**src/rtl/axi_ic_pkg.sv**
```systemverilog
// Shared interconnect definitions: FSM state encodings, RRESP codes and default widths.
package axi_ic_pkg;

   localparam int LEN_W_DEF  = 8;
   localparam int ID_W_DEF   = 4;
   localparam int DATA_W_DEF = 32;

   typedef enum logic [2:0] {
      ST_RST  = 3'b111,
      ST_IDLE = 3'b000,
      ST_DATA = 3'b010,
      ST_ERRD = 3'b100,
      ST_DONE = 3'b011
   } state_e;

   localparam logic [1:0] RRESP_OKAY   = 2'b00;
   localparam logic [1:0] RRESP_DECERR = 2'b11;

endpackage

```
**src/rtl/axi_rd_beat_cnt.sv**
```systemverilog
// Read beat counter: cleared at the AR handshake, counts R beats, flags the final beat of the burst.
module axi_rd_beat_cnt
   import axi_ic_pkg::*;
#(
   parameter int LEN_W = LEN_W_DEF
) (
   input  logic             clk,
   input  logic             rst,
   input  logic             clr,
   input  logic             inc,
   input  logic [LEN_W-1:0] len,
   output logic [LEN_W-1:0] cnt,
   output logic             is_last
);

   logic [LEN_W-1:0] cnt_q, cnt_d;

   always_comb begin
      // NOTE: every comb output gets a default first so no latch is inferred
      cnt_d = cnt_q;
      if (clr)
         cnt_d = '0;
      else if (inc)
         cnt_d = cnt_q + 1'b1;
   end

   always_ff @(posedge clk) begin
      // NOTE: sequential state uses non-blocking assignments only
      if (rst)
         cnt_q <= '0;
      else
         cnt_q <= cnt_d;
   end

   assign cnt     = cnt_q;
   assign is_last = (cnt_q == len);

endmodule

```
**src/rtl/axi_rd_txn_fsm.sv**
```systemverilog
// Single-outstanding AXI read transaction tracker with built-in DECERR default slave.
// Optional RLAST/length consistency check enabled by defining AXI_RD_RLAST_CHK_EN.
module axi_rd_txn_fsm
   import axi_ic_pkg::*;
#(
   parameter int LEN_W  = LEN_W_DEF,
   parameter int ID_W   = ID_W_DEF,
   parameter int DATA_W = DATA_W_DEF
) (
   input  logic              clk,
   input  logic              rst,
   input  logic              ARVALID,
   input  logic              ARREADY,
   input  logic [LEN_W-1:0]  ARLEN,
   input  logic [ID_W-1:0]   ARID,
   input  logic              decerr,
   input  logic              RVALID,
   input  logic              RLAST,
   input  logic              RREADY,
   output logic              err_arready,
   output logic              err_rvalid,
   output logic              err_rlast,
   output logic [1:0]        err_rresp,
   output logic [ID_W-1:0]   err_rid,
   output logic [DATA_W-1:0] err_rdata,
   output logic              err_sel,
   output logic              route_en,
   output logic              busy,
   output logic              decoderrst
`ifdef AXI_RD_RLAST_CHK_EN
   ,
   output logic              rlast_err
`endif
);

   state_e           state_q, state_d;
   logic [LEN_W-1:0] len_q, len_d;
   logic [ID_W-1:0]  id_q, id_d;
   logic             cnt_clr, cnt_inc;
   logic [LEN_W-1:0] beat_cnt;
   logic             beat_last;

   logic ar_err, ar_ok, r_hs;
   assign ar_err = ARVALID && decerr;
   assign ar_ok  = ARVALID && ARREADY && !decerr;
   assign r_hs   = RVALID && RREADY;

   axi_rd_beat_cnt #(.LEN_W(LEN_W)) u_beat_cnt (
      .clk     (clk),
      .rst     (rst),
      .clr     (cnt_clr),
      .inc     (cnt_inc),
      .len     (len_q),
      .cnt     (beat_cnt),
      .is_last (beat_last)
   );

   always_ff @(posedge clk) begin
      if (rst) begin
         state_q <= ST_RST;
         len_q   <= '0;
         id_q    <= '0;
      end else begin
         state_q <= state_d;
         len_q   <= len_d;
         id_q    <= id_d;
      end
   end

   always_comb begin
      state_d = state_q;
      len_d   = len_q;
      id_d    = id_q;
      cnt_clr = 1'b0;
      cnt_inc = 1'b0;
      case (state_q)
         ST_RST:  state_d = ST_IDLE;
         ST_IDLE: begin
            // decerr wins over a concurrent ARREADY from whatever slave is selected
            if (ar_err) begin
               len_d   = ARLEN;
               id_d    = ARID;
               cnt_clr = 1'b1;
               state_d = ST_ERRD;
            end else if (ar_ok) begin
               len_d   = ARLEN;
               cnt_clr = 1'b1;
               state_d = ST_DATA;
            end
         end
         ST_DATA: begin
            if (r_hs) begin
               cnt_inc = 1'b1;
               if (RLAST)
                  state_d = ST_DONE;
            end
         end
         ST_ERRD: begin
            if (RREADY) begin
               if (beat_last)
                  state_d = ST_DONE;
               else
                  cnt_inc = 1'b1;
            end
         end
         ST_DONE: state_d = ST_IDLE;
         default: state_d = ST_RST;
      endcase
   end

   always_comb begin
      err_arready = 1'b0;
      err_rvalid  = 1'b0;
      err_rlast   = 1'b0;
      err_rresp   = RRESP_OKAY;
      err_rid     = '0;
      err_sel     = 1'b0;
      route_en    = 1'b0;
      busy        = 1'b0;
      decoderrst  = 1'b0;
      case (state_q)
         ST_RST:  decoderrst  = 1'b1;
         ST_IDLE: err_arready = ar_err;
         ST_DATA: begin
            route_en = 1'b1;
            busy     = 1'b1;
         end
         ST_ERRD: begin
            err_sel    = 1'b1;
            err_rvalid = 1'b1;
            err_rresp  = RRESP_DECERR;
            err_rid    = id_q;
            err_rlast  = (beat_cnt == len_q);
            busy       = 1'b1;
         end
         ST_DONE: begin
            decoderrst = 1'b1;
            busy       = 1'b1;
         end
         default: decoderrst = 1'b0;
      endcase
   end

   assign err_rdata = '0;

`ifdef AXI_RD_RLAST_CHK_EN
   logic rlast_err_q, rlast_err_d;

   // Flags RLAST arriving early or missing on the beat the burst length says is last.
   always_comb begin
      rlast_err_d = rlast_err_q;
      if ((state_q == ST_DATA) && r_hs && (RLAST != beat_last))
         rlast_err_d = 1'b1;
   end

   always_ff @(posedge clk) begin
      if (rst)
         rlast_err_q <= 1'b0;
      else
         rlast_err_q <= rlast_err_d;
   end

   assign rlast_err = rlast_err_q;
`endif

endmodule
```
**config.mk**
```make
export PLATFORM = sky130hd
export DESIGN_NAME = axi_rd_txn_fsm
export DESIGN_NICKNAME = d
export VERILOG_FILES = /design/src/rtl/axi_ic_pkg.sv /design/src/rtl/axi_rd_beat_cnt.sv /design/src/rtl/axi_rd_txn_fsm.sv
export SDC_FILE = /design/constraint.sdc
export NUM_CORES = 1
export LEC_CHECK = 0
export ABC_AREA = 1
export CORE_MARGIN = 3
export CORE_UTILIZATION = 30
export DETAILED_ROUTE_END_ITERATION = 10
export PLACE_DENSITY_LB_ADDON = 0.05
export SETUP_SLACK_MARGIN = 0.02
export SLEW_MARGIN = 20
export SYNTH_ARGS = -nofsm -noshare
export SYNTH_HDL_FRONTEND = slang
export SYNTH_SLANG_ARGS = --single-unit
```
**constraint.sdc**
```tcl
create_clock -name clk -period 1.7 [get_ports clk]
set_input_delay 0.255 -clock clk [delete_from_list [all_inputs] [get_ports clk]]
set_output_delay 0.255 -clock clk [all_outputs]
set_load 0.03 [all_outputs]
```
==> impl_results.md, run 1 <==
- Global-route wire length before repair: 5130 µm
- CTS tree: built
- Yosys cell types: 25
- Endpoints failing hold: 0
- Die H: 76.1 µm
- Chip width: 76.1 µm
- XOR/XNOR Fraction of Synth Area: 0.0653
- Post-synthesis simple-gate area fraction: 0.257
- Synth Area in Compound Gates: 0.104
- Post-synthesis mux area share: 0
- Post-CTS Hold Buffers: 0
- Most common cell after layout, fill and taps aside: conb_1
- R2R Setup Slk: 260 ps
- Clk root buf: clkbuf_8
- Dpl ws: 114 ps
- R2R depth: 10
- Full die area: 5790 µm²
- Adder-Cell Fraction of Synth Area: 0.00848
- Main combinational cell family by area after synthesis: simple AND/OR/NAND/NOR gates
- HPWL after DPL: between 2000 and 3000 µm
- Share of post-route cells with drive strength above 1: 0.181
- Final core occ: 0.400
- CP Data Required Time: 1440 ps
- I/O pin cnt: between 60 and 70
- Final period utilization: 0.939
- Initial antenna violation count: 0
- Post-Route Skew: 6.86 ps
- Routed vias/inst: between 4 and 5
- First drt pass iteration count: 4
- CP Launch Point: state_q[0]
- TritonCTS Buffers: 3
- Area Overhead vs Synth: 23.0%
- Fin Setup TNS: 0 ps
- Min cycle time layout: around 1600 ps
- Status: finished, final reports clean
- CTS clock-pin slew for the worst setup and hold paths: 80 ps
- Hold slack: 455 ps
- Hold Crit Depth: 2
- PD cells: slightly above 800 nW/µm²
- Core area: roughly 4500 µm²
- Syn avg cell area: just over 7 µm²
- Max Cap Viol: 0
- Arr. time, crit path: 1340 ps
- Synthesized area: approximately 1500 µm²
- Final Worst Setup Slack: 103 ps
- Synth warn: 0
- Global placer's final weighted congestion: roughly 0.75
- Vias: 1,242
- Flip-flop and latch count after synthesis: 23
- Slew Limit Fails: 0
- DR WL/cell: 10.2 µm
- Crit-path max FO: 4
- LEAKAGE: between 0.8 and 0.9 nW
- Cells after Synth: roughly 210
- Nets: 265
- Startpoint type of the worst setup path: flop
- DRC: 0
- Remaining global-route overflow: 0
- Worst min path class: flop to flop
- Standard-cell rows: 24
- Clk Latency, worst-skew pair: 260 ps
- Total wire length: 3150 µm
- Sequential element share of the synthesized area: 0.312
- Max VDD drop: roughly 0.48 mV
- PortBufs: 32
- F_max: 626 MHz
- Final setup fails: 0
- Clock buffer depth: 2
- Crit Reg-Reg Endpoint: state_q[0]
- Largest net degree at the start of global routing: 15
- Routed Antenna Nets: 0
- R2r startpoint: u_beat_cnt.cnt[5]
- H-Tree Depth: 1
- CP Capture Type: primary output
- Kind of critical path: flop to primary output
- Start point of the worst hold path: id_q[1]
- Initial core utilization: 0.325
- Vias in the first global route: 1,093
- Gr usage total: 0.106
- Iter 0 DRT Violations: 24
- Most frequent cells in the layout: 32 x conb_1, 29 x nand2_1, 22 x nor2_1, 19 x inv_1, 19 x clkdlybuf4s50_1
- CTS Sinks: 23
- Worst Hold Endpoint: id_q[1]
- # diodes: 0
## timing repair
item                                    in CTS  in global routing
setup buffers                                0                  1
endpoints found under the setup margin       6                  9
resized for setup                            6                 15
hold endpoints to repair                     0                  0
pin swaps                                    0                  1
## registers in the layout, indices dropped and copies added (netlist names)
| signal | flops |
|---|---|
| len_q | 8 |
| id_q | 4 |
| state_q | 3 |
| u_beat_cnt.cnt | 8 |
## report_power, final
| group | switching, W | total [W] | internal, W |
|---|---|---|---|
| Clock | 0.000172 | 0.000335 | 0.000163 |
| Combinational | 0.000364 | 0.000553 | 0.000189 |
| Sequential | 0.0000415 | 0.000617 | 0.000575 |
| Total | 0.000577 | 0.00150 | 0.000927 |
## stage by stage
stage               cells  power, W  instance area, µm²
floorplan             238   0.00106                1590
global placement      303   0.00118                1740
detailed placement    303   0.00117                1740
CTS                   307   0.00150                1780
global route          308   0.00160                1810
finish                308   0.00150                1810
## synthesized netlist by cell type (all sizes together)
library cell	count	share of area
buf	37	0.19
nand2	32	0.093
nor2	30	0.093
dfxtp	23	0.31
inv	23	0.059
a21oi	15	0.051
nand3	14	0.056
o21ai	14	0.047
xnor2	6	0.036
xor2	5	0.030
nand3b	2	0.010
a311oi	1	0.0059
clkbuf	1	0.0025
clkinv	1	0.0025
conb	1	0.0025
ha	1	0.0085
nand4	1	0.0042
## per-layer routing
metal  up-vias  global-route usage  wire [µm]
met5         -                   0          0
met4         0              0.0217         22
met3         2              0.0343        198
met2        37               0.179       1470
met1       551               0.131       1460
li1        652                   -          -
## final cells by class
| type | count | area [µm²] |
|---|---|---|
| clock buffer | 3 | 41.3 |
| clock inverter | 1 | 5.00 |
| fill | 501 | 2720 |
| inverter | 24 | 90.1 |
| multi-input combinational | 153 | 772 |
| sequential | 23 | 470 |
| tap | 65 | 81.3 |
| timing repair buffer | 39 | 354 |
## kinds of logic (layout without fill, tap and decap cells)
kind of cell               count (synthesis)  in the layout
and+or+nand+nor                           79             79
AOI/OAI and AO/OA                         30             30
adders and majority gates                  1              1
other                                      1             32
DFF                                       23             23
buffers and inverters                     62             67
xor gates and xnor gates                  11             11
## worst max-delay path, cell delays in order (launching register included)
cell,delay [ps]
dfxtp_2,350
nor2_4,120
nand2_1,110
nor2_1,90
dlygate4sd2_1,400
## worst max path at each step
stage                       endpoint  slack, ps
after floorplan            err_rlast        270
after global placement      route_en        120
after detailed placement  err_rid[0]        110
after CTS                  err_rlast         30
after global routing      err_rvalid      -0.03
final                     err_rid[2]        100
(Power assumes the default switching activity.)
==> run 2: changes to the inputs <==
--- a/config.mk
+++ b/config.mk
@@ -10,6 +10,7 @@
 export CORE_UTILIZATION = 30
 export DETAILED_ROUTE_END_ITERATION = 10
 export PLACE_DENSITY_LB_ADDON = 0.05
+export REMOVE_ABC_BUFFERS = 1
 export SETUP_SLACK_MARGIN = 0.02
 export SLEW_MARGIN = 20
 export SYNTH_ARGS = -nofsm -noshare
==> impl_results.md, run 2 (synthesis results as in run 1) <==
- Vias: approximately 1.3k
- DP Area: 1730 µm²
- Initial core utilization: 0.325
- Most common cell after layout, fill and taps aside: conb_1
- Remaining global-route overflow: 0
- RSZ-0062 raised after global routing: true
- H-Tree Depth: 1
- CTS clock-pin slew for the worst setup and hold paths: 80 ps
- Clk Latency, worst-skew pair: roughly 260 ps
- I/O pin cnt: 65
- Non-Filler Cell Area, Final: 1820 µm²
- # diodes: 0
- Startpoint type of the worst setup path: flop
- Max VDD drop: ~0.28 mV
- DRC: 0
- PortBufs: 32
- CTS Sinks: 23
- Slew Limit Fails: 0
- CTS tree: built
- Initial antenna violation count: 0
- F_max: around 630 MHz
- CP Capture Type: primary output
- Fin Setup TNS: 0 ps
- Standard-cell rows: 24
- First drt pass iteration count: 4
- TritonCTS Buffers: 3
- Share of post-route cells with drive strength above 1: 0.198
- Full die area: around 5800 µm²
- Post-CTS Hold Buffers: 0
- Clk root buf: clkbuf_8
- DR WL/cell: 10.6 µm
- Hold slack: 460 ps
- Routed Antenna Nets: 0
- Area Overhead vs Synth: 23.2%
- Chip width: 76.1 µm
- Fill count: 478
- Arr. time, crit path: 1320 ps
- Clock buffer depth: 2
- Max Cap Viol: 0
- LEAKAGE: 0.809 nW
- Crit Reg-Reg Endpoint: u_beat_cnt.cnt[4]
- Most frequent cells in the layout: 32 x conb_1, 29 x nand2_1, 21 x nor2_1, 19 x clkdlybuf4s50_1
- R2R Setup Slk: around 270 ps
- R2R depth: 9
- Largest net degree at the start of global routing: 15
- Endpoints failing hold: 0
- Global-route wire length before repair: about 5600 µm
- Layout Cells excl Fill: 307
- Gr usage total: 0.116
- Min cycle time layout: 1580 ps
- Worst min path class: flop to flop
- Routed vias/inst: 4.11
- Total wire length: 3270 µm
- R2r startpoint: u_beat_cnt.cnt[0]
- Iter 0 DRT Violations: 34
- Post-Route Skew: 2.37 ps
- CP Launch Point: u_beat_cnt.cnt[0]
- PD cells: ~830 nW/µm²
- Die H: 76.1 µm
- HPWL after DPL: 2490 µm
- CP Data Required Time: between 1000 and 1500 ps
- Crit path capture: err_rlast
- Core area: 4530 µm²
- Kind of critical path: flop to primary output
- Power consumption: 0.00151 W
- Status: finished, final reports clean
- Crit-path max FO: 5
- Vias in the first global route: approximately 1.2k
- Global placer's final weighted congestion: ~0.75
- Placed cell count: 302
- Final setup fails: 0
- Final period utilization: 0.928
- Nets: 264
==> run 2: changes by cell type in the layout (fill, tap and decap cells not counted), sizes merged <==
| cell | before | now |
|---|---|---|
| dlygate4sd2 | 4 | 2 |
| buf | 15 | 16 |
| clkdlybuf4s15 | 0 | 1 |
| clkinv | 2 | 1 |
==> run 2: how the worst min path moves through the flow <==
stage | startpoint | end | slack (ps) | depth (start not counted)
3_5_place_dp | id_q[2] | id_q[2] | 450 | 2
3_3_place_gp | id_q[3] | id_q[3] | 450 | 2
4_1_cts | id_q[2] | id_q[2] | 460 | 2
6_report | id_q[2] | id_q[2] | 460 | 2
5_1_grt | id_q[3] | id_q[3] | 500 | 2
2_1_floorplan | rst | state_q[1] | 350 | 2
==> run 2: area by class of cell <==
| class | instances | area [µm²] | share of cell area |
|---|---|---|---|
| clock buffer | 4 | 45.0 | 0.0248 |
| timing repair buffer | 38 | 342 | 0.188 |
| multi-input combinational | 153 | 787 | 0.433 |
| sequential | 23 | 472 | 0.260 |
| inverter | 24 | 90.1 | 0.0496 |
| tap | 65 | 81.3 | 0.0448 |
==> run 2: per-stage QoR <==
stage	utilization	setup WS [ps]
5_1_grt	0.401	16.9
3_3_place_gp	0.381	57.7
4_1_cts	0.392	26.1
6_report	0.401	123
2_1_floorplan	-	-166
3_5_place_dp	0.381	62.4
==> run 2: timing repair <==
item | 4_1_cts | 5_1_grt
pin swaps | 0 | 1
buffers inserted | 0 | 1
gates resized for setup | 9 | 13
endpoints found under the setup margin | 4 | 3
==> run 2: critical path: stages, from the launching register on <==
cell and delay, ps:
dfxtp_4 370, xnor2_2 140, nand2_1 70, nor2_2 140, nand2_2 100, nor2_4 100
buf_6 130
==> run 2: report_power, final <==
part / leakage, nW / switching, W / total, W / internal, W
Combinational: 0.596 / 0.000370 / 0.000561 / 0.000191
Sequential: 0.190 / 0.0000366 / 0.000609 / 0.000573
Clock: 0.0228 / 0.000177 / 0.000345 / 0.000167
Total: 0.809 / 0.000584 / 0.00151 / 0.000931
==> run 2: metal layers <==
layer | global-route usage | up-vias | share of wire
li1 | - | 652 | -
met1 | 0.154 | 553 | 0.48
met2 | 0.184 | 54 | 0.43
met3 | 0.0296 | 4 | 0.079
met4 | 0.0380 | 0 | 0.011
met5 | 0 | - | 0
==> variant 1: new RTL, flow settings as in run 1 <==
Add a define of `AXI_RD_RLAST_CHK_EN`.
--- a/src/rtl/axi_rd_txn_fsm.sv
+++ b/src/rtl/axi_rd_txn_fsm.sv
@@ -1,5 +1,7 @@
 // Single-outstanding AXI read transaction tracker with built-in DECERR default slave.
 // Optional RLAST/length consistency check enabled by defining AXI_RD_RLAST_CHK_EN.
+`define AXI_RD_RLAST_CHK_EN
+
 module axi_rd_txn_fsm
    import axi_ic_pkg::*;
 #(
Formal check against the unedited RTL (old outputs only; new: rlast_err): equivalent (equiv_simple and equiv_induct, registers matched by name and starting in step).
==> variant 1 against run 1 <==
Maximum frequency is 2.4% lower. Power is 5.5% higher. Routed wire length is 8.7% higher. Sequential cell count is 1 higher. Via count is 3.5% higher. Worst setup slack worse by 0.040 ns. Area after synthesis is 3.6% higher. First-iteration DRC count is 75% higher. Cell area is 3.4% higher. Hold slack worse by 0.0023 ns. Critical path type unchanged.
==> variant 1: results (changes against run 1) <==
- Status: completed (unchanged)
- Total GRT Usage: 0.114 (was 0.106)
- Synth cell types: 26 (was 25)
- Core Util, Final: 0.389 (was 0.400)
- Post-CTS sizing: 24 (was 6)
- Drt initial violations: 42 (was 24)
- Worst Hold Launch: rlast_err$_SDFFE_PP0P_ (was id_q[1]$_SDFFE_PP0P_)
- HPWL after detailed placement: 2650 um (was 2520 um)
- Pre-CTS WS: 0.0171 ns (was 0.114 ns)
- Synth area leaders: dfxtp_1 31%, buf_4 17%, nand2_1 7.9% (was dfxtp_1 31%, buf_4 18%, nand2_1 7.4%)
- Placed cell area: 1830 sq um (was 1740 sq um)
- Via count: 1286 (was 1242)
- Hold path endpoint: rlast_err$_SDFFE_PP0P_ (was id_q[1]$_SDFFE_PP0P_)
- Clock Pin Slew Worst Setup and Hold Paths: 0.08 ns (about the same)
- Initial antenna violation count: 0 (unchanged)
- First-pass GRT wire length: 5560 um (was 5130 um)
- Share of cells above drive strength 1: 0.179 (was 0.181)
- Min-Delay Path Depth: 2 (unchanged)
- # nets final: 275 (was 265)
- Hold_ws: 0.453 ns (was 0.455 ns)
- Largest net degree at the start of global routing: 13 (was 15)
- # diodes: 0 (unchanged)
- Worst setup margin: 0.0636 ns (was 0.103 ns)
- Cts bufs inserted: 3 (unchanged)
- Cells after DPL: 314 (was 303)
- Worst Skew: 0.00151 ns (was 0.00686 ns)
- Critical Path Fanout Max: 9 (was 4)
- Max Root-Sink Buffers: 2 (unchanged)
- Via density: 4.03 (about the same)
- Cell family with most CP delay: buffers and inverters (unchanged)
- RR Endpoint: u_beat_cnt.cnt[7]$_SDFFE_PP0P_ (was state_q[0]$_SDFFE_PP1P_)
- Critical Path AT: 1.38 ns (was 1.34 ns)
- RD Place Congestion: 0.692 (was 0.748)
- Post-CTS Setup Inserts: 2 (was 0)
- Seq/Total Area, Yosys: 0.314 (was 0.312)
- Lkg Pwr: 0.000822 uW (was 0.000824 uW)
- DR WL/cell: 10.7 um (was 10.2 um)
- Maxcap violations: 0 (unchanged)
- H-tree level count: 1 (unchanged)
- Slowest stage cell, crit path: clkdlybuf4s15_1 (was dlygate4sd2_1)
- Clock Latency Late Sink: 0.26 ns (about the same)
- First-pass iteration count of the detailed router: 4 (unchanged)
- Asr flop ratio synth: 0 (unchanged)
- FF-to-FF path depth: 11 (was 10)
- Port bufs: 33 (was 32)
- R2R setup slack: 0.24 ns (was 0.26 ns)
- YS warnings: 0 (unchanged)
- Synth Instances: 215 (was 207)
- Hold/Removal Path Class: flop to flop (unchanged)
- RR Startpoint: u_beat_cnt.cnt[5]$_SDFFE_PP0P_ (unchanged)
- Peak supply drop: 0.322 mV (was 0.478 mV)
- Synth top cells by count: 35 x buf_4, 32 x nand2_1, 24 x dfxtp_1 (was 36 x buf_4, 29 x nand2_1, 24 x nor2_1)
- Power Internal: 963 uW (was 927 uW)
- Main flop type after synthesis: dfxtp_1 (unchanged)
- Vias in the first global route: 1196 (was 1093)
- Fill count: 565 (was 501)
- Critical path's largest stage delay: 0.37 ns (was 0.40 ns)
-- variant 1: cell count changes after synthesis, sizes merged, moves of 2 or more --
cell and change:
nor2 -6, inv +4, nand2 +4, a21oi +3
nor3 +3, nand3b -2, nand4 +2, xnor2 -2
-- variant 1: area by class of cell --
cell class | count | share of cell area
Multi-Input combinational cell | 158 | 0.427
Clock buffer | 3 | 0.0220
Timing Repair Buffer | 40 | 0.189
Sequential cell | 24 | 0.262
Inverter | 27 | 0.0554
Tap cell | 67 | 0.0447
-- variant 1: routing by layer --
| layer | up-vias | GRT usage | routed length [um] |
|---|---|---|---|
| met4 | 0 | 0.0374 | 28 |
| met5 | - | 0 | 0 |
| met1 | 557 | 0.155 | 1630 |
| met2 | 40 | 0.181 | 1560 |
| met3 | 2 | 0.0220 | 205 |
| li1 | 687 | - | - |
-- variant 1: how the worst max path moves through the flow --
stage                                       start                    to  cells after the start
after floorplan           state_q[1]$_SDFFE_PP1P_  id_q[0]$_SDFFE_PP0P_                      6
after global placement    state_q[1]$_SDFFE_PP1P_          err_rresp[0]                      4
after detailed placement  state_q[1]$_SDFFE_PP1P_            err_rid[3]                      4
after CTS                 state_q[1]$_SDFFE_PP1P_            err_rid[2]                      4
after global routing      state_q[1]$_SDFFE_PP1P_               err_sel                      4
final                     state_q[1]$_SDFFE_PP1P_          err_rresp[1]                      4
-- variant 1: logic make-up after synthesis --
logic type	share of synthesized area
other	0.00245
buffers and inverters	0.246
and+or+nand+nor	0.259
adders and majority gates	0.00819
AOI/OAI and AO/OA	0.113
DFF	0.314
xor gates and xnor gates	0.0573
-- variant 1: power groups by stage --
stage	combinational (uW)	sequential, uW	clock (uW)
2_1_floorplan	492	646	0
3_3_place_gp	627	650	0
3_5_place_dp	623	651	0
4_1_cts	621	638	355
5_1_grt	668	642	374
6_report	614	637	337
==> variant 2: new RTL, settings of run 1 <==
Made on the original files. `id_q` no longer has a reset.
--- a/src/rtl/axi_rd_txn_fsm.sv
+++ b/src/rtl/axi_rd_txn_fsm.sv
@@ -59,12 +59,14 @@
       if (rst) begin
          state_q <= ST_RST;
          len_q   <= '0;
-         id_q    <= '0;
       end else begin
          state_q <= state_d;
          len_q   <= len_d;
-         id_q    <= id_d;
       end
+   end
+
+   always_ff @(posedge clk) begin
+      id_q <= id_d;
    end
 
    always_comb begin
Behaviour: same outputs for any inputs over 10 cycles, from zero or initial values and one cycle with rst high; that may be too few to reach the edited logic, so the function may still have changed.
==> variant 2 against run 1 <==
Via count down 2.4%. Area after synthesis down 0.59%. Clock skew up 0.00085 ns. Die area down 0.54%. Routed wire length down 2.1%. Sequential cell count unchanged. Power up 2.2%. Worst setup slack better by 0.0068 ns. Cell area down 0.90%. Clock power up 2%. Critical path type unchanged.
==> variant 2: results (changes against run 1) <==
- Status: completed (unchanged)
- Lkg Pwr: 0.000825 uW (was 0.000824 uW)
- Seq/Total Area, Yosys: 0.341 (was 0.312)
- Worst Hold Launch: len_q[5]$_SDFFE_PP0P_ (was id_q[1]$_SDFFE_PP0P_)
- Post-CTS Setup Inserts: 0 (unchanged)
- Synth cell types: 24 (was 25)
- Max Root-Sink Buffers: 2 (unchanged)
- Post-synth EDFFs: 4 (was 0)
- Share of cells above drive strength 1: 0.197 (was 0.181)
- Critical Path AT: 1.33 ns
- Cells after DPL: 295 (was 303)
- Asr flop ratio synth: 0 (unchanged)
- First-pass GRT wire length: 5110 um (was 5130 um)
- RD Place Congestion: 0.803 (was 0.748)
- Initial antenna violation count: 0 (unchanged)
- Seq group: 619 uW (was 617 uW)
- YS warnings: 0 (unchanged)
- Synth top cells by count: 36 x buf_4, 29 x nand2_1, 24 x nor2_1 (unchanged)
- Clock Pin Slew Worst Setup and Hold Paths: 0.09 ns
- Peak supply drop: 0.306 mV (was 0.478 mV)
- Drt initial violations: 43 (was 24)
- Fill count: 490 (was 501)
- Detailed Route WL: 3080 um (was 3150 um)
- Total GRT Usage: 0.106 (about the same)
- Synth area leaders: dfxtp_1 26%, buf_4 18%, edfxtp_1 8.2% (was dfxtp_1 31%, buf_4 18%, nand2_1 7.4%)
- Drt drc: 0 (unchanged)
- Hold/Removal Path Class: flop to flop (unchanged)
- H-tree level count: 1 (unchanged)
- Fin Setup TNS: 0 ns (unchanged)
- R2R setup slack: 0.32 ns (was 0.26 ns)
- Hold_ws: 0.477 ns (was 0.455 ns)
- Cts bufs inserted: 3 (unchanged)
- Power Internal: 946 uW (was 927 uW)
- Port bufs: 32 (unchanged)
- Root Buffer: clkbuf_8 (unchanged)
- Worst Skew: 0.00771 ns (was 0.00686 ns)
- Vias in the first global route: 1151 (was 1093)
- Total power: 1540 uW (was 1500 uW)
- CP startpoint: state_q[1]$_SDFFE_PP1P_ (was state_q[0]$_SDFFE_PP1P_)
- Comb pwr: 578 uW (was 553 uW)
- DR WL/cell: 10.3 um (was 10.2 um)
- # nets final: 256 (was 265)
- Synth Instances: 197 (was 207)
- Via density: 4.05 (was 4.03)
- # diodes: 0 (unchanged)
- Largest net degree at the start of global routing: 14 (was 15)
- Clock Latency Late Sink: 0.26 ns (about the same)
- HPWL after detailed placement: 2460 um (was 2520 um)
- Critical Path Fanout Max: 6 (was 4)
- First-pass iteration count of the detailed router: 4 (unchanged)
[variant 2: critical path: stages (launching register included)]
cell             delay (ns)
dfxtp_1                0.34
nor2_2                 0.16
nand2_2                0.11
nor2_1                 0.11
clkdlybuf4s15_1        0.37
[variant 2: path summary, 6_finish.rpt]
kind | to | depth (start not counted)
setup / recovery | err_rid[0] | 4
hold / removal | len_q[5]$_SDFFE_PP0P_ | 2
setup reg to reg | u_beat_cnt.cnt[6]$_SDFFE_PP0P_ | 8
hold reg to reg | len_q[5]$_SDFFE_PP0P_ | 2
[variant 2: what timing repair did]
action,4_1_cts,5_1_grt
resized for setup,9,21
endpoints found under the setup margin,7,12
hold endpoints to repair,0,0
[variant 2: layer usage]
metal	up-vias	global-route usage	share of wire
met5	-	0	0
met1	544	0.121	0.42
met4	0	0.0236	0.0065
met3	2	0.0273	0.069
met2	43	0.196	0.50
li1	623	-	-
[variant 2: per-stage QoR]
step	setup slack, ns	instance area (sq um)
6_report	0.110	1800
5_1_grt	0.0240	1800
4_1_cts	0.0138	1780
3_5_place_dp	0.0190	1740
3_3_place_gp	0.0326	1740
2_1_floorplan	0.272	1580
[variant 2: area by class of cell]
| cell class | instances | area [sq um] | share of cell area |
|---|---|---|---|
| flip-flops and latches | 23 | 508 | 0.283 |
| clock inverters | 1 | 5.00 | 0.00278 |
| well taps | 65 | 81.3 | 0.0452 |
| clock buffers | 3 | 41.3 | 0.0230 |
| repair buffers | 38 | 338 | 0.188 |
| multi-input cells | 145 | 734 | 0.408 |
| inverters | 24 | 90.1 | 0.0501 |
[variant 2: cells by family after synthesis]
family	after synthesis	synth area share
buffers and inverters	60	0.246
other	1	0.00256
adders and majority gates	1	0.00853
AOI/OAI and AO/OA	22	0.0776
xor gates and xnor gates	11	0.0657
DFF	23	0.341
and+or+nand+nor	79	0.259
